==> src/rtl/ps2_pkg.sv <==
// Shared constants and types for the PS/2 scan-code decoder.
package ps2_pkg;

    // Scan-code set 2 prefix bytes
    localparam logic [7:0] PS2_EXT    = 8'hE0;
    localparam logic [7:0] PS2_BRK    = 8'hF0;

    // Controller / keyboard status bytes that never form key events
    localparam logic [7:0] PS2_BAT    = 8'hAA;
    localparam logic [7:0] PS2_ACK    = 8'hFA;
    localparam logic [7:0] PS2_ECHO   = 8'hEE;
    localparam logic [7:0] PS2_RESEND = 8'hFE;
    localparam logic [7:0] PS2_ERR0   = 8'h00;
    localparam logic [7:0] PS2_ERR1   = 8'hFF;
    localparam logic [7:0] PS2_BATERR = 8'hFC;

    // Which prefixes have been seen for the byte in progress
    typedef enum logic [1:0] {
        S_IDLE    = 2'd0,
        S_EXT     = 2'd1,
        S_BRK     = 2'd2,
        S_EXT_BRK = 2'd3
    } prefix_state_t;

    // One decoded key event, 10 bits wide
    typedef struct packed {
        logic       ext;
        logic       brk;
        logic [7:0] code;
    } key_event_t;

    // True for bytes that are status/diagnostic traffic rather than key data
    function automatic logic is_status_byte(input logic [7:0] b);
        return (b == PS2_BAT)    || (b == PS2_ACK)  || (b == PS2_ECHO) ||
               (b == PS2_RESEND) || (b == PS2_ERR0) || (b == PS2_ERR1) ||
               (b == PS2_BATERR);
    endfunction

endpackage

==> src/rtl/key_event_fifo.sv <==
// First-word-fall-through queue of key events with full/empty and a sticky
// overflow flag. A write while full is accepted only if a pop happens on the
// same edge.
module key_event_fifo
    import ps2_pkg::*;
#(
    parameter int DEPTH = 4
) (
    input  logic       clk,
    input  logic       reset,
    input  logic       wr_en_i,
    input  key_event_t wr_data_i,
    input  logic       rd_en_i,
    output key_event_t rd_data_o,
    output logic       empty_o,
    output logic       full_o,
    output logic       overflow_o
);

    localparam int AW = (DEPTH > 1) ? $clog2(DEPTH) : 1;
    localparam int CW = AW + 1;
    localparam logic [CW-1:0] DEPTH_C = CW'(DEPTH);

    key_event_t      mem_q [DEPTH];
    logic [AW-1:0]   wr_ptr_q, wr_ptr_d;
    logic [AW-1:0]   rd_ptr_q, rd_ptr_d;
    logic [CW-1:0]   count_q, count_d;
    logic            overflow_q, overflow_d;
    logic            do_push;
    logic            do_pop;

    assign empty_o    = (count_q == '0);
    assign full_o     = (count_q == DEPTH_C);
    assign overflow_o = overflow_q;

    // Head falls through; outputs read as zero when nothing is queued
    assign rd_data_o  = empty_o ? '0 : mem_q[rd_ptr_q];

    // Pointer, count and overflow next-state
    always_comb begin
        do_pop     = rd_en_i && !empty_o;
        do_push    = wr_en_i && (!full_o || do_pop);
        wr_ptr_d   = wr_ptr_q;
        rd_ptr_d   = rd_ptr_q;
        count_d    = count_q;
        overflow_d = overflow_q;
        if (do_push) begin
            wr_ptr_d = wr_ptr_q + AW'(1);
        end
        if (do_pop) begin
            rd_ptr_d = rd_ptr_q + AW'(1);
        end
        case ({do_push, do_pop})
            2'b10:   count_d = count_q + CW'(1);
            2'b01:   count_d = count_q - CW'(1);
            default: count_d = count_q;
        endcase
        if (wr_en_i && !do_push) begin
            overflow_d = 1'b1;
        end
    end

    // Control registers
    always_ff @(posedge clk or posedge reset) begin
        if (reset) begin
            wr_ptr_q   <= '0;
            rd_ptr_q   <= '0;
            count_q    <= '0;
            overflow_q <= 1'b0;
        end else begin
            wr_ptr_q   <= wr_ptr_d;
            rd_ptr_q   <= rd_ptr_d;
            count_q    <= count_d;
            overflow_q <= overflow_d;
        end
    end

    // Storage array; contents need no reset since count gates visibility
    always_ff @(posedge clk) begin
        if (do_push) begin
            mem_q[wr_ptr_q] <= wr_data_i;
        end
    end

endmodule

==> src/rtl/ps2_key_decoder.sv <==
// Scan-code set 2 decoder: strips prefixes and status bytes, optionally
// filters typematic repeats, and queues whole key events for the consumer.
module ps2_key_decoder
    import ps2_pkg::*;
#(
    parameter int FIFO_DEPTH      = 4,
    parameter int SUPPRESS_REPEAT = 1
) (
    input  logic       clk,
    input  logic       reset,
    input  logic [7:0] rx_data,
    input  logic       rx_done,
    input  logic       rd_en,
    output logic [7:0] key_code,
    output logic       key_ext,
    output logic       key_break,
    output logic       empty,
    output logic       full,
    output logic       overflow
);

    prefix_state_t state_q, state_d;
    key_event_t    evt;
    logic          evt_valid;
    logic [8:0]    last_make_q, last_make_d;
    logic          last_valid_q, last_valid_d;
    logic          emit;
    logic          same_key;
    key_event_t    head;

    // Prefix FSM: accumulate E0/F0, drop status bytes, emit on any other byte
    always_comb begin
        state_d   = state_q;
        evt_valid = 1'b0;
        evt       = '0;
        if (rx_done) begin
            if (is_status_byte(rx_data)) begin
                state_d = S_IDLE;
            end else if (rx_data == PS2_EXT) begin
                // From any state, E0 leaves only the extended prefix pending;
                // an E0 after F0 is a framing error and drops the break.
                state_d = S_EXT;
            end else if (rx_data == PS2_BRK) begin
                case (state_q)
                    S_IDLE:  state_d = S_BRK;
                    S_EXT:   state_d = S_EXT_BRK;
                    default: state_d = state_q;
                endcase
            end else begin
                evt_valid = 1'b1;
                evt.ext   = (state_q == S_EXT) || (state_q == S_EXT_BRK);
                evt.brk   = (state_q == S_BRK) || (state_q == S_EXT_BRK);
                evt.code  = rx_data;
                state_d   = S_IDLE;
            end
        end
    end

    // Repeat filter: drop a make that matches the key still being held
    always_comb begin
        last_make_d  = last_make_q;
        last_valid_d = last_valid_q;
        emit         = evt_valid;
        same_key     = last_valid_q && (last_make_q == {evt.ext, evt.code});
        if (SUPPRESS_REPEAT != 0 && evt_valid) begin
            if (!evt.brk) begin
                if (same_key) begin
                    emit = 1'b0;
                end else begin
                    last_make_d  = {evt.ext, evt.code};
                    last_valid_d = 1'b1;
                end
            end else if (same_key) begin
                last_valid_d = 1'b0;
            end
        end
    end

    // FSM and filter state registers
    always_ff @(posedge clk or posedge reset) begin
        if (reset) begin
            state_q      <= S_IDLE;
            last_make_q  <= '0;
            last_valid_q <= 1'b0;
        end else begin
            state_q      <= state_d;
            last_make_q  <= last_make_d;
            last_valid_q <= last_valid_d;
        end
    end

    key_event_fifo #(
        .DEPTH (FIFO_DEPTH)
    ) u_fifo (
        .clk        (clk),
        .reset      (reset),
        .wr_en_i    (emit),
        .wr_data_i  (evt),
        .rd_en_i    (rd_en),
        .rd_data_o  (head),
        .empty_o    (empty),
        .full_o     (full),
        .overflow_o (overflow)
    );

    assign key_code  = head.code;
    assign key_ext   = head.ext;
    assign key_break = head.brk;

endmodule

==> config.mk <==
export PLATFORM = sky130hd
export DESIGN_NAME = ps2_key_decoder
export DESIGN_NICKNAME = d
export VERILOG_FILES = /design/src/rtl/ps2_pkg.sv /design/src/rtl/key_event_fifo.sv /design/src/rtl/ps2_key_decoder.sv
export SDC_FILE = /design/constraint.sdc
export NUM_CORES = 1
export LEC_CHECK = 0
export CORE_ASPECT_RATIO = 0.5
export CORE_MARGIN = 4
export CORE_UTILIZATION = 55
export DETAILED_ROUTE_END_ITERATION = 6
export PLACE_DENSITY = 0.81
export SLEW_MARGIN = 20
export SYNTH_ARGS = -nofsm -noshare
export SYNTH_HDL_FRONTEND = slang
export SYNTH_SLANG_ARGS = --single-unit
==> constraint.sdc <==
create_clock -name clk -period 3.4 [get_ports clk]
set_input_delay 0.34 -clock clk [delete_from_list [all_inputs] [get_ports clk]]
set_output_delay 0.34 -clock clk [all_outputs]
set_load 0.02 [all_outputs]
Word-level counts from Yosys, hierarchy flattened

Memory sizes are Yosys's and may differ from the RTL's.
Cells that the tools add are included.

Bits in registers: 20
Bits in latches: 0
Bits in writable memories: 40
Bits in read-only memories: 0
Output and inout bits: 13
Memories: 1

Add/subtract/negate cells: 4
$mul: 0
Divide/modulo/power cells: 0
Order comparisons: 0
Equal/unequal tests: 18
Shift operators: 0
Muxes and demuxes: 22
Bitwise logic cells: 2
Reductions and logical operators: 23

Memory list:

| memory       | depth | bits a word | read ports | clocked after memory_dff | write ports | line                 | text |
|---|---|---|---|---|---|---|---|
| u_fifo.mem_q | 4     | 10          | 1          | 0                        | 1           | key_event_fifo.sv:24 | `key_event_t mem_q [DEPTH];` |

Operators by type and width:

| operator              | number |
|---|---|
| $eq A8 B8 Y1 const B  | 8 |
| $mux W10              | 5 |
| $mux W1               | 12 |
| $eq A9 B9 Y1          | 1 |
| $logic_or A1 B1 Y1    | 9 |
| $logic_not A8 Y1      | 1 |
| $eq A2 B2 Y1 const B  | 3 |
| $mux W2               | 3 |
| $pmux W3 S2           | 1 |
| $reduce_and A3 Y1     | 2 |
| $ne A5 B3 Y1 const B  | 1 |
| $add A2 B1 Y2 const B | 2 |
| $eq A2 B1 Y1 const B  | 2 |
| $logic_and A1 B1 Y1   | 4 |
| $pmux W2 S2           | 1 |
| $add A3 B1 Y3 const B | 1 |
| $eq A3 B3 Y1 const B  | 1 |
| $logic_not A1 Y1      | 3 |
| $logic_not A3 Y1      | 1 |
| $sub A3 B1 Y3 const B | 1 |
| $logic_not A2 Y1      | 1 |
| $ne A2 B1 Y1 const B  | 1 |
| $ne A2 B2 Y1 const B  | 1 |
| $not A1 Y1            | 2 |
| 2 further kinds       | 2 |

Logic depth before layout (Yosys ltp)

Depth in word-level cells: 17
Gate-level depth with buffers: 16

Hierarchy

A second synthesis with hierarchy kept.

Cells, all modules: 233
Area, all modules: 3,069.2 µm²

Modules (own cells, without submodules):

| module          | times used | cells each | area an instance (µm²) | seq. area each (µm²) |
|---|---|---|---|---|
| key_event_fifo  | 1          | 119        | 2,068.2                | 1,401.3 |
| ps2_key_decoder | 1          | 114        | 1,001.0                | 300.3 |

Least setup slack after synthesis

No wires, ideal clock.

Path type: input to register
Start: in rx_data[4]
End: reg u_fifo.count_q[2]
Setup time: 87 ps
Data arrival time: 3,363 ps
Data required time: 3,313 ps
Setup slack: -50 ps
Cell stages on the path: 15
Buffers on the path: 1
Path through: buf_2 or2_2 nor4b_2 o21ai_1 and3_1 xnor2_1 o2111a_1 ha_1 nand4b_1 nor2_2 nor2_1 fa_1 nor2b_1 a221o_1 o211ai_1

RTL lines:

| what                 | line                  | text |
|---|---|---|
| start, declared      | ps2_key_decoder.sv:11 | `input logic [7:0] rx_data,` |
| end signal, assigned | key_event_fifo.sv:73  | `count_q <= count_d;` |
| end, declared        | key_event_fifo.sv:27  | `logic [CW-1:0] count_q, count_d;` |

Worst setup path in the final report

Start: in rx_data[6]
End: reg u_fifo.count_q[2]

Cells in the longest elaborated chain, start to end: 17
Elaborated cells between the ends (all ways): 33

RTL lines:

| what                                                     | line                  | text |
|---|---|---|
| $eq A8 B8 Y1                                             | ps2_pkg.sv:34         | `return (b == PS2_BAT) \|\| (b == PS2_ACK) \|\| (b == PS2_ECHO) \|\|` |
| $logic_or A1 B1 Y1 (3 in series)                         | ps2_pkg.sv:34         |  |
| $logic_or A1 B1 Y1 (3 in series)                         | ps2_pkg.sv:35         | `(b == PS2_RESEND) \|\| (b == PS2_ERR0) \|\| (b == PS2_ERR1) \|\|` |
| $mux W10                                                 | ps2_key_decoder.sv:37 | `if (is_status_byte(rx_data)) begin` |
| $mux W10                                                 | ps2_key_decoder.sv:36 | `if (rx_done) begin` |
| $eq A9 B9 Y1                                             | ps2_key_decoder.sv:64 | `same_key = last_valid_q && (last_make_q == {evt.ext, evt.code});` |
| $logic_and A1 B1 Y1                                      | ps2_key_decoder.sv:64 |  |
| $mux W1                                                  | ps2_key_decoder.sv:67 | `if (same_key) begin` |
| $mux W1                                                  | ps2_key_decoder.sv:66 | `if (!evt.brk) begin` |
| $mux W1 *                                                | ps2_key_decoder.sv:65 | `if (SUPPRESS_REPEAT != 0 && evt_valid) begin` |
| $logic_and A1 B1 Y1 *                                    | key_event_fifo.sv:42  | `do_push = wr_en_i && (!full_o \|\| do_pop);` |
| $eq A2 B1 Y1 / $eq A2 B2 Y1 (equally long branches)      | key_event_fifo.sv:53  | `case ({do_push, do_pop})` |
| $pmux W3 S2 / $reduce_bool A2 Y1 (equally long branches) | -                     |  |

Every way passes the cells marked *; elsewhere a longest branch is shown, timed or not.
A chain may end at the register's enable or synchronous reset.

==> results.json <==
{
  "max_cap_violations": 0,
  "worstPathMaxFanout": 5,
  "synthDistinctLibCells": 50,
  "place_worst_setup_slack_ns": -0.404,
  "slew_viol_final": 0,
  "ctsRootBufferMaster": "clkbuf_8",
  "post_route_m1_wl_um": 2800,
  "highest_layer": "met4",
  "design.core.area_mm2": 0.00507,
  "fillcell_total": 333,
  "wire_per_inst_um": 17.6,
  "tritoncts_clock_tree": "yes",
  "die-width_um": 112,
  "cts_inserted_buffers": 9,
  "fraction_of_registers_with_async_set_or_reset_after_synthesis": 0.333,
  "period_needed_ns": 3.15,
  "cp_data_required_time_ns": 3.65,
  "synth_top_area_cells": "edfxtp_1 40%, dfrtp_1 17%, mux4_2 7.6%",
  "ios": 25,
  "max_fclk_ghz": 0.318,
  "flip_flop_and_latch_count_after_synthesis": 60,
  "start_util": 0.587,
  "multi_input_comb_area_mm2": 0.00126,
  "synth_top_flop_cell": "edfxtp_1",
  "grt_setup_unrepaired": "false",
  "synth-edff-count": 40,
  "critical_path_arrival_ns": 3.40,
  "worst_skew_pair.late_latency_ns": 0.34,
  "rows": 18,
  "max-clock-path-buffers": 2,
  "report.final.setup_viol": 0,
  "critPathLaunchType": "primary input",
  "drc": 0,
  "run_status": "completed",
  "ys_seq_area_frac": 0.572,
  "cts_htree_levels": 3,
  "finalPower_mw": 2.72,
  "number_of_antenna_violations_at_the_first_check_in_global_routing": 0,
  "post-route-period-util": 0.925,
  "die_area_mm2": 0.00672,
  "dr_total_vias": 2152,
  "critical_path_class": "primary input to flop",
  "n_antenna_cell": 0,
  "post_synth_instance_area_mm2": 0.00297,
  "hold-worst-slack_ns": 0.449,
  "syn-mean-instance-area_um2": 12.9,
  "synthesis.yosys.warnings": 0,
  "area_growth_from_synthesis_to_layout_pct": 28.9,
  "final_core_utilization": 0.756,
  "grt_pass1_wl_um": 10600,
  "timing_worst_slew_pin_value_ns": 0.801,
  "drive_above_1_share": 0.292,
  "cts_sinks": 60,
  "grt_max_degree": 21,
  "final_critical_path_setup_slack_ns": 0.253,
  "layout.area.seq_mm2": 0.00170,
  "most_frequent_cells_in_the_layout": "40 x edfxtp_1, 38 x buf_4, 20 x dfrtp_1",
  "synth_nets": 250,
  "antenna_violating_nets_post_route": 0,
  "worst_slew_margin_rel": 0.466,
  "met3_wirelength_um": 446,
  "static-leakage-power_nw": 1.55,
  "final-hold-violation-count": 0,
  "max-vdd-ir-drop_mv": 0.405,
  "r2r_slack_ns": 0.55,
  "postSynthCellCount": 231,
  "synthDominantCellAreaShare": 0.404,
  "final_common_cell": "edfxtp_1",
  "worstHoldPathType": "primary input to asynchronous set/reset pin",
  "place.detailed.hpwl_um": 4740,
  "portBuffers": 24,
  "route.detailed.vias_per_inst": 5.80,
  "final_net_count": 315,
  "clk_transition_reported_paths_ns": 0.07,
  "wl_met2_um": 3190,
  "globalRouteOverflowTotal": 0,
  "clock_skew_ns": 0.00739,
  "wl_um": 6540,
  "detailedRoute.firstPassIterationCount": 5,
  "cell_pwr_density_mw_per_mm2": 709,
  "detail_route.iter0.violations": 235,
  "grt_pass1_vias": 2165,
  "gp_congestion": 0.905,
  "synth_largest_area_cell": "edfxtp_1",
  "die_height_um": 60.0,
  "globalRouteTotalUtil": 0.213,
  "setup.worst_path.end_class": "flop"
}
==> area by class of cell <==
cell class                      instances  area share
Sequential cell                        60       0.444
Multi-Input combinational cell        151       0.328
Timing Repair Buffer                   63       0.144
Clock buffer                           10      0.0333
Tap cell                               70      0.0229
Clock inverter                          6      0.0167
Inverter                               11      0.0108
==> cell families (layout without fill, tap and decap cells) <==
group                      after synthesis  in the layout  share of synthesized area
adders and majority gates                7              7                     0.0320
buffers and inverters                   20             90                     0.0274
DFF                                     60             60                      0.572
muxes                                   16             16                     0.0985
AOI/OAI and AO/OA                       37             37                     0.0880
xor gates and xnor gates                 9              9                     0.0265
and+or+nand+nor                         82             82                      0.155
==> where the power goes <==
| part | internal (mW) | switching, mW | leakage [nW] |
|---|---|---|---|
| logic | 0.533 | 0.476 | 0.842 |
| registers | 0.946 | 0.140 | 0.615 |
| clock network | 0.338 | 0.283 | 0.0927 |
==> per-stage QoR <==
stage | TNS [ns] | cell area [um2] | std cells
after floorplan | 0 | 2980 | 231
after global placement | -6.69 | 3560 | 354
after detailed placement | -9.68 | 3560 | 354
after CTS | 0 | 3760 | 370
after global routing | 0 | 3830 | 371
final | 0 | 3830 | 371
==> synthesized netlist by cell type (2+ instances only) <==
master     n
nor2b_1   12
buf_2      5
nand3b_1   3
o31ai_1    3
nor3_1     5
inv_1     11
nand2_1   13
edfxtp_1  40
o21ai_1    2
clkbuf_1   4
nand3_1   10
o21ai_0    9
xnor2_1    9
and2_1     6
a31oi_1    3
nor2_1    12
mux2_2     5
mux4_2    10
a21oi_1    4
o21a_1     2
dfrtp_1   20
and3_1    10
ha_1       6
==> state kept, by name, indices dropped and copies added (netlist names) <==
signal             cells
last_make_q            9
last_valid_q           1
state_q                2
u_fifo.count_q         3
u_fifo.mem_q          40
u_fifo.overflow_o      1
u_fifo.rd_ptr_q        2
u_fifo.wr_ptr_q        2
==> path summary, 6_finish.rpt <==
check | from | endpoint | depth (start not counted)
setup / recovery | rx_data[6] | u_fifo.count_q[2] | 15
max in group asynchronous | reset | last_valid_q | 2
setup reg to reg | last_make_q[2] | u_fifo.count_q[2] | 13
hold / removal | reset | last_make_q[0] | 2
hold reg to reg | u_fifo.overflow_o | u_fifo.overflow_o | 1
min in group clk | rx_data[0] | last_make_q[0] | 3
==> worst max-delay path, cell delays in order <==
cell           delay [ns]
dlygate4sd2_1        0.31
xnor2_1              0.15
and3_2               0.24
o21a_2               0.25
o31ai_2              0.24
a22oi_2              0.13
o2111a_1             0.13
ha_1                 0.19
nand4b_1             0.26
nor2_4               0.14
nor2_2               0.06
fa_2                 0.37
nor2b_1              0.16
a221o_1              0.32
o211ai_1             0.10
==> layer usage <==
metal,vias to the layer above,track usage
li1,997,-
met1,1060,0.263
met2,85,0.365
met3,10,0.0718
met4,0,0.0651
met5,-,0
==> timing repair <==
action / 4_1_cts / 5_1_grt
pin swaps: 0 / 5
endpoints found under the setup margin: 1 / 42
setup buffers: 0 / 1
gates resized for setup: 4 / 20
hold buffers: 0 / 0
Power figures use the tool's default switching activity.
